File: config.mk
export PLATFORM = sky130hd
export DESIGN_NAME = seq_array_mult_responder
export DESIGN_NICKNAME = d
export VERILOG_FILES = /design/src/rtl/seq_array_mult_responder.sv
export SDC_FILE = /design/constraint.sdc
export NUM_CORES = 1
export LEC_CHECK = 0
export CAP_MARGIN = 0
export CORE_ASPECT_RATIO = 2
export CORE_MARGIN = 1.5
export CORE_UTILIZATION = 50
export DETAILED_ROUTE_END_ITERATION = 8
export HOLD_SLACK_MARGIN = 0.02
export PLACE_DENSITY_LB_ADDON = 0.3
export SYNTH_ARGS = -nofsm -noshare
export SYNTH_HDL_FRONTEND = slang
export SYNTH_SLANG_ARGS = --single-unit
File: constraint.sdc
create_clock -name clk -period 2.8 [get_ports clk]
set_input_delay 0.84 -clock clk [delete_from_list [all_inputs] [get_ports clk]]
set_output_delay 0.84 -clock clk [all_outputs]
set_load 0.01 [all_outputs]
File: src/rtl/seq_array_mult_responder.sv
// -----------------------------------------------------------------------------
// seq_array_mult_responder
//   Sequential unsigned multiplier on a valid/ready operand/product interface.
//   Takes one A/B pair per input handshake, runs a shift-add loop that retires
//   one multiplier bit per cycle, then presents the registered product until
//   the consumer takes it. Only one operation is in flight; there is no queue.
//
// Ports
//   clk        rising-edge clock
//   rst        asynchronous active-high reset
//   in_valid   operand pair on a_in/b_in is valid
//   in_ready   block is IDLE and can take operands
//   a_in       multiplicand, unsigned, INPUT1_WIDTH bits
//   b_in       multiplier, unsigned, INPUT2_WIDTH bits
//   out_valid  product is valid (DONE)
//   out_ready  consumer takes the product
//   product    registered product, INPUT1_WIDTH+INPUT2_WIDTH bits
//   busy       operation in flight (BUSY or DONE)
// -----------------------------------------------------------------------------
module seq_array_mult_responder #(
    parameter int INPUT1_WIDTH = 4,
    parameter int INPUT2_WIDTH = 5
) (
    input  logic                                 clk,
    input  logic                                 rst,
    input  logic                                 in_valid,
    output logic                                 in_ready,
    input  logic [INPUT1_WIDTH-1:0]              a_in,
    input  logic [INPUT2_WIDTH-1:0]              b_in,
    output logic                                 out_valid,
    input  logic                                 out_ready,
    output logic [INPUT1_WIDTH+INPUT2_WIDTH-1:0] product,
    output logic                                 busy
);

    localparam int P  = INPUT1_WIDTH + INPUT2_WIDTH;
    localparam int CW = $clog2(INPUT2_WIDTH) + 1;

    localparam logic [1:0] S_IDLE = 2'd0;
    localparam logic [1:0] S_BUSY = 2'd1;
    localparam logic [1:0] S_DONE = 2'd2;

    logic [1:0]              r_state;
    logic [P-1:0]            r_mcand;
    logic [INPUT2_WIDTH-1:0] r_mreg;
    logic [P-1:0]            r_acc;
    logic [CW-1:0]           r_cnt;
    logic [P-1:0]            r_product;

    logic [P-1:0]            w_acc_nxt;
    logic                    w_last;
    logic                    w_accept;

    // Accumulator value after the current iteration; also what gets
    // captured into product on the final iteration.
    assign w_acc_nxt = r_acc + (r_mreg[0] ? r_mcand : {P{1'b0}});
    assign w_last    = (r_cnt == CW'(INPUT2_WIDTH - 1));
    assign w_accept  = in_valid && (r_state == S_IDLE);

    always_ff @(posedge clk or posedge rst) begin
        if (rst) begin
            r_state   <= S_IDLE;
            r_mcand   <= '0;
            r_mreg    <= '0;
            r_acc     <= '0;
            r_cnt     <= '0;
            r_product <= '0;
        end else begin
            case (r_state)
                S_IDLE: begin
                    if (w_accept) begin
                        r_mcand <= {{(P-INPUT1_WIDTH){1'b0}}, a_in};
                        r_mreg  <= b_in;
                        r_acc   <= '0;
                        r_cnt   <= '0;
                        r_state <= S_BUSY;
                    end
                end
                S_BUSY: begin
                    // Fixed-length loop: no early exit when the remaining
                    // multiplier bits are zero, so latency is constant.
                    r_acc   <= w_acc_nxt;
                    r_mcand <= r_mcand << 1;
                    r_mreg  <= r_mreg >> 1;
                    r_cnt   <= r_cnt + 1'b1;
                    if (w_last) begin
                        r_product <= w_acc_nxt;
                        r_state   <= S_DONE;
                    end
                end
                S_DONE: begin
                    // in_valid is ignored here; acceptance waits for IDLE.
                    if (out_ready) r_state <= S_IDLE;
                end
                default: r_state <= S_IDLE;
            endcase
        end
    end

    assign in_ready  = (r_state == S_IDLE);
    assign out_valid = (r_state == S_DONE);
    assign busy      = (r_state != S_IDLE);
    assign product   = r_product;

endmodule

### Yosys cells after proc, flatten, opt, wreduce, memory -nomap -nowiden

Index checks and enable logic that the tools add are counted.

| operators by class | value |
|---|---|
| add/sub/neg operators | 2 |
| reductions and logical operators | 7 |
| multiplexer cells | 13 |
| equality and inequality tests | 6 |

Operators by type and width:

| operator | number |
|---|---|
| case mux 9 bit (2 select lines) | 2 |
| 2-to-1 mux 9 bit | 3 |
| case mux 5 bit (2 select lines) | 1 |
| adder 9 bit | 1 |
| case mux 4 bit (2 select lines) | 1 |
| 2-to-1 mux 2 bit | 3 |
| case mux 2 bit (3 select lines) | 1 |
| 2-to-1 mux 5 bit | 1 |
| adder 4 x 1 -> 4 bit, second input constant | 1 |
| equality test 4 x 3 -> 1 bit, second input constant | 1 |
| 2-to-1 mux 4 bit | 1 |
| inequality test 2 x 1 -> 1 bit, second input constant | 2 |
| AND reduction 2 bit | 2 |
| nonzero test 2 bit | 2 |
| AND reduction 3 bit | 1 |
| equality test 2 x 1 -> 1 bit, second input constant | 1 |
| equality test 2 bit, second input constant | 1 |
| zero test 2 bit | 1 |
| inequality test 2 bit, second input constant | 1 |
| logical AND 1 bit | 1 |

| word-level totals | value |
|---|---|
| input bits | 13 |
| bits in registers | 38 |
| word-level logic and storage cells | 34 |
| output and inout port bits | 12 |

### Logic depth before layout (Yosys ltp)

| depth | value |
|---|---|
| depth in word-level cells | 4 |
| gate-level depth with buffers | 9 |
| gate-level depth less buffers | 8 |

### Worst setup path before layout

No wires, ideal clock.

| timing | value |
|---|---|
| path kind | register to register |
| from | register r_mreg[0] |
| to | register r_product[8] (netlist: product[8]) |
| setup slack | 0.287 ns |
| data required time | 2.672 ns |
| period minus slack after synthesis | 2.513 ns |
| data arrival time | 2.386 ns |
| stages on the path, launching flop included | 10 |
| path buffers | 1 |
| path through | dfrtp_1 -> clkbuf_1 -> and2_1 -> ha_1 -> fa_1 -> nand3_1 -> nand2_1 -> a221oi_4 -> xor3_1 -> mux2_1 |

| on the way | value |
|---|---|
| longest elaborated chain between the ends | 2 |

RTL lines:

| what | line | RTL |
|---|---|---|
| start, declared | 45 | `logic [INPUT2_WIDTH-1:0] r_mreg;` |
| start signal, assigned | 73 | `r_mreg <= b_in;` |
| start signal, assigned | 84 | `r_mreg <= r_mreg >> 1;` |
| 2-to-1 mux 9 bit | 56 | `assign w_acc_nxt = r_acc + (r_mreg[0] ? r_mcand : {P{1'b0}});` |
| adder 9 bit | 56 |  |
| end signal, assigned | 87 | `r_product <= w_acc_nxt;` |
| end, declared | 48 | `logic [P-1:0] r_product;` |

No other way between the ends.
A chain may end at the register's enable or synchronous reset.

### Final worst setup path

Same ends and word-level chain as after synthesis.

==> metrics.yaml <==
global_route:
  use_met2: 0.381
  grt_pass1_wl_mm: 7.16
  grt_max_degree: 39
  antenna_found_initial: 0
  grt_pass1_vias: 1562
  grt_use_met3: 0.0492
  grt-ovfl-total: 0
  grt_use_met1: 0.267
  grt_use_total: 0.224
  busiest_layer: "met2"
logic_synthesis:
  synth_edf_count: 0
  yosysWarnings: 0
  ys.flop_type: "dfrtp_1"
  yosys.area.top_type: "dfrtp_1"
  synth_cells: 181
  synth-async-reset-ratio: 1.00
  synth_top_area_frac: 0.478
  syn_area_um2: 1990
  synth_nets: 205
  ys_ff_latch: 38
  yosysSeqAreaShare: 0.478
  synthTopCellsByArea: "dfrtp_1 48%, a22o_1 6.6%, ha_1 6.3%"
  avgSynthCellArea_um2: 11.0
  synthDistinctLibCells: 32
worst_setup_path:
  cpPeakStageDelay_ns: 0.48
  startpoint_type: "flop"
  slowest_stage: "dfrtp_1"
  cp_max_fo: 11
  reg2reg_slack_ns: 0.12
  critPathRequiredTime_ns: 2.97
  end_kind: "flop"
  cp.arrival_ns: 2.85
  worst-setup-path-type: "reg -> reg"
  path_cells: "and2_1, ha_1, fa_1, nand3_1, nand2_1, a221oi_4, xor3_1, mux2_1"
clock_network:
  cts_resized: 0
  tritoncts: "done"
  clk_pin_slew_worst_paths_ns: 0.07
  max-clock-path-buffers: 2
  cts_buffers: 5
  cts_sinks: 38
  root_buffer: "clkbuf_8"
  cts_setup_buffers: 0
  clock_latency_ns: 0.29
  ctsHoldBuffers: 0
  h-tree-depth: 2
sta:
  slew_headroom: 0.662
  rsz0062_at_grt: "false"
  slew_violations: 0
  fin_ws_ns: 0.123
  finalSetupViolations: 0
  hold_slack_ns: 0.489
  clock_skew_ns: 0.00292
  hold_viol: 0
  period_share: 0.956
  period_minus_slack_ns: 2.68
  max_freq_ghz: 0.374
  fin_tns_setup_ns: 0
  tightest_slew_ns: 0.506
floorplanning:
  die_y_um: 92.2
  io_pins: 25
  die-width_um: 47.6
  dieArea_um2: 4390
  core-area_um2: 3840
  row_count: 32
  initial_core_util: 0.518
finish:
  drive_above_1_share: 0.119
  fin_util: 0.628
  instances_no_fill: 261
  area_growth_pct: 21.4
  final_cell_mix: "38 x dfrtp_1, 24 x clkdlybuf4s50_1, 15 x a22o_1, 15 x nand2_1, 12 x a21oi_1"
  num_antenna_cells: 0
  layout.nets: 233
  layout_commonest_cell: "dfrtp_1"
detailed_routing:
  remaining_drc_errors: 0
  postRouteWirelength_mm: 4.13
  first_iter_violations: 23
  via_per_inst: 5.59
  wl_per_cell_um: 15.8
  first_pass_iters: 4
  ant_nets: 0
  vias: 1459
place:
  place_hpwl_mm: 3.00
  place_congestion: 0.890
  portBuffers: 24
  dp_cells: 253
  place_ws_ns: 0.142
power_and_ir_drop:
  power.leakage_nw: 1.20
  max-vdd-ir-drop_uv: 809
  power_density_nw_per_um2: 975
hold_path:
  hold_class: "reg -> reg"
run:
  cap_violations: 0
outcome:
  status: "complete, no violations"
-- logic make-up after synthesis --
logic type,after synthesis,synth area share
AND/OR/NAND/NOR,46,0.126
adder cells (fa/ha/maj),11,0.0730
buffers and inverters,15,0.0296
AO/OA/AOI/OAI,53,0.194
XOR/XNOR,8,0.0428
multiplexers,10,0.0566
flip-flops,38,0.478
-- synthesized netlist by cell type (2+ instances only) --
master / number
a211oi_1: 2
a21o_1: 6
a21oi_1: 12
a22o_1: 15
a32o_1: 2
and2_1: 8
and3b_1: 7
buf_2: 2
clkbuf_1: 8
dfrtp_1: 38
ha_1: 10
inv_1: 5
mux2_2: 9
nand2_1: 15
nand2b_1: 2
nand3_1: 3
nor2_1: 5
nor2b_1: 2
nor3_1: 2
o21ai_0: 10
o21bai_1: 2
xnor2_1: 6
-- final cells by class --
cell class	instances	area [um^2]
Tap cell	51	63.8
Clock buffer	5	68.8
Sequential cell	38	951
Fill cell	334	1430
Inverter	5	18.8
Timing Repair Buffer	31	293
Clock inverter	3	40.0
Multi-Input combinational cell	128	980
-- stage by stage --
stage                     power (mW)  instance area [um^2]
after floorplan                 1.54                  1990
after global placement          1.86                  2310
after detailed placement        1.91                  2310
after CTS                       2.38                  2410
after global routing            2.52                  2410
final                           2.35                  2410
-- metal layers --
layer	vias up	share of wire	routed length (um)
met4	0	0.019	78
li1	702	-	-
met3	8	0.025	102
met5	-	0	0
met1	722	0.39	1600
met2	27	0.57	2350
-- worst max-delay path, delay by kind of cell, from the launching register on --
| family | cells | cell delay (ns) |
|---|---|---|
| AOI/OAI and AO/OA | 1 | 0.33 |
| muxes | 1 | 0.30 |
| xor gates and xnor gates | 1 | 0.37 |
| adders and majority gates | 2 | 0.65 |
| DFF | 1 | 0.48 |
| and+or+nand+nor | 3 | 0.43 |
-- worst paths after layout --
check | startpoint | endpoint | cells after the start
setup / recovery | r_mreg[0] | product[8] | 8
hold / removal | r_mreg[2] | r_mreg[2] | 2
setup reg to reg | r_mreg[0] | product[8] | 8
hold reg to reg | r_mreg[2] | r_mreg[2] | 2
max in group asynchronous | rst | r_mcand[6] | 3
min in group asynchronous | rst | product[1] | 3
-- where the power goes --
group | internal, mW | total [mW] | switching, mW
Combinational | 0.492 | 0.977 | 0.485
Sequential | 0.757 | 0.920 | 0.163
Clock | 0.262 | 0.458 | 0.195
-- state kept, by name (all words and copies together) (netlist names) --
name,flops
product,9
r_acc,9
r_cnt,4
r_mcand,9
r_mreg,5
r_state,2
No activity file was read; power rests on OpenSTA's default activity.
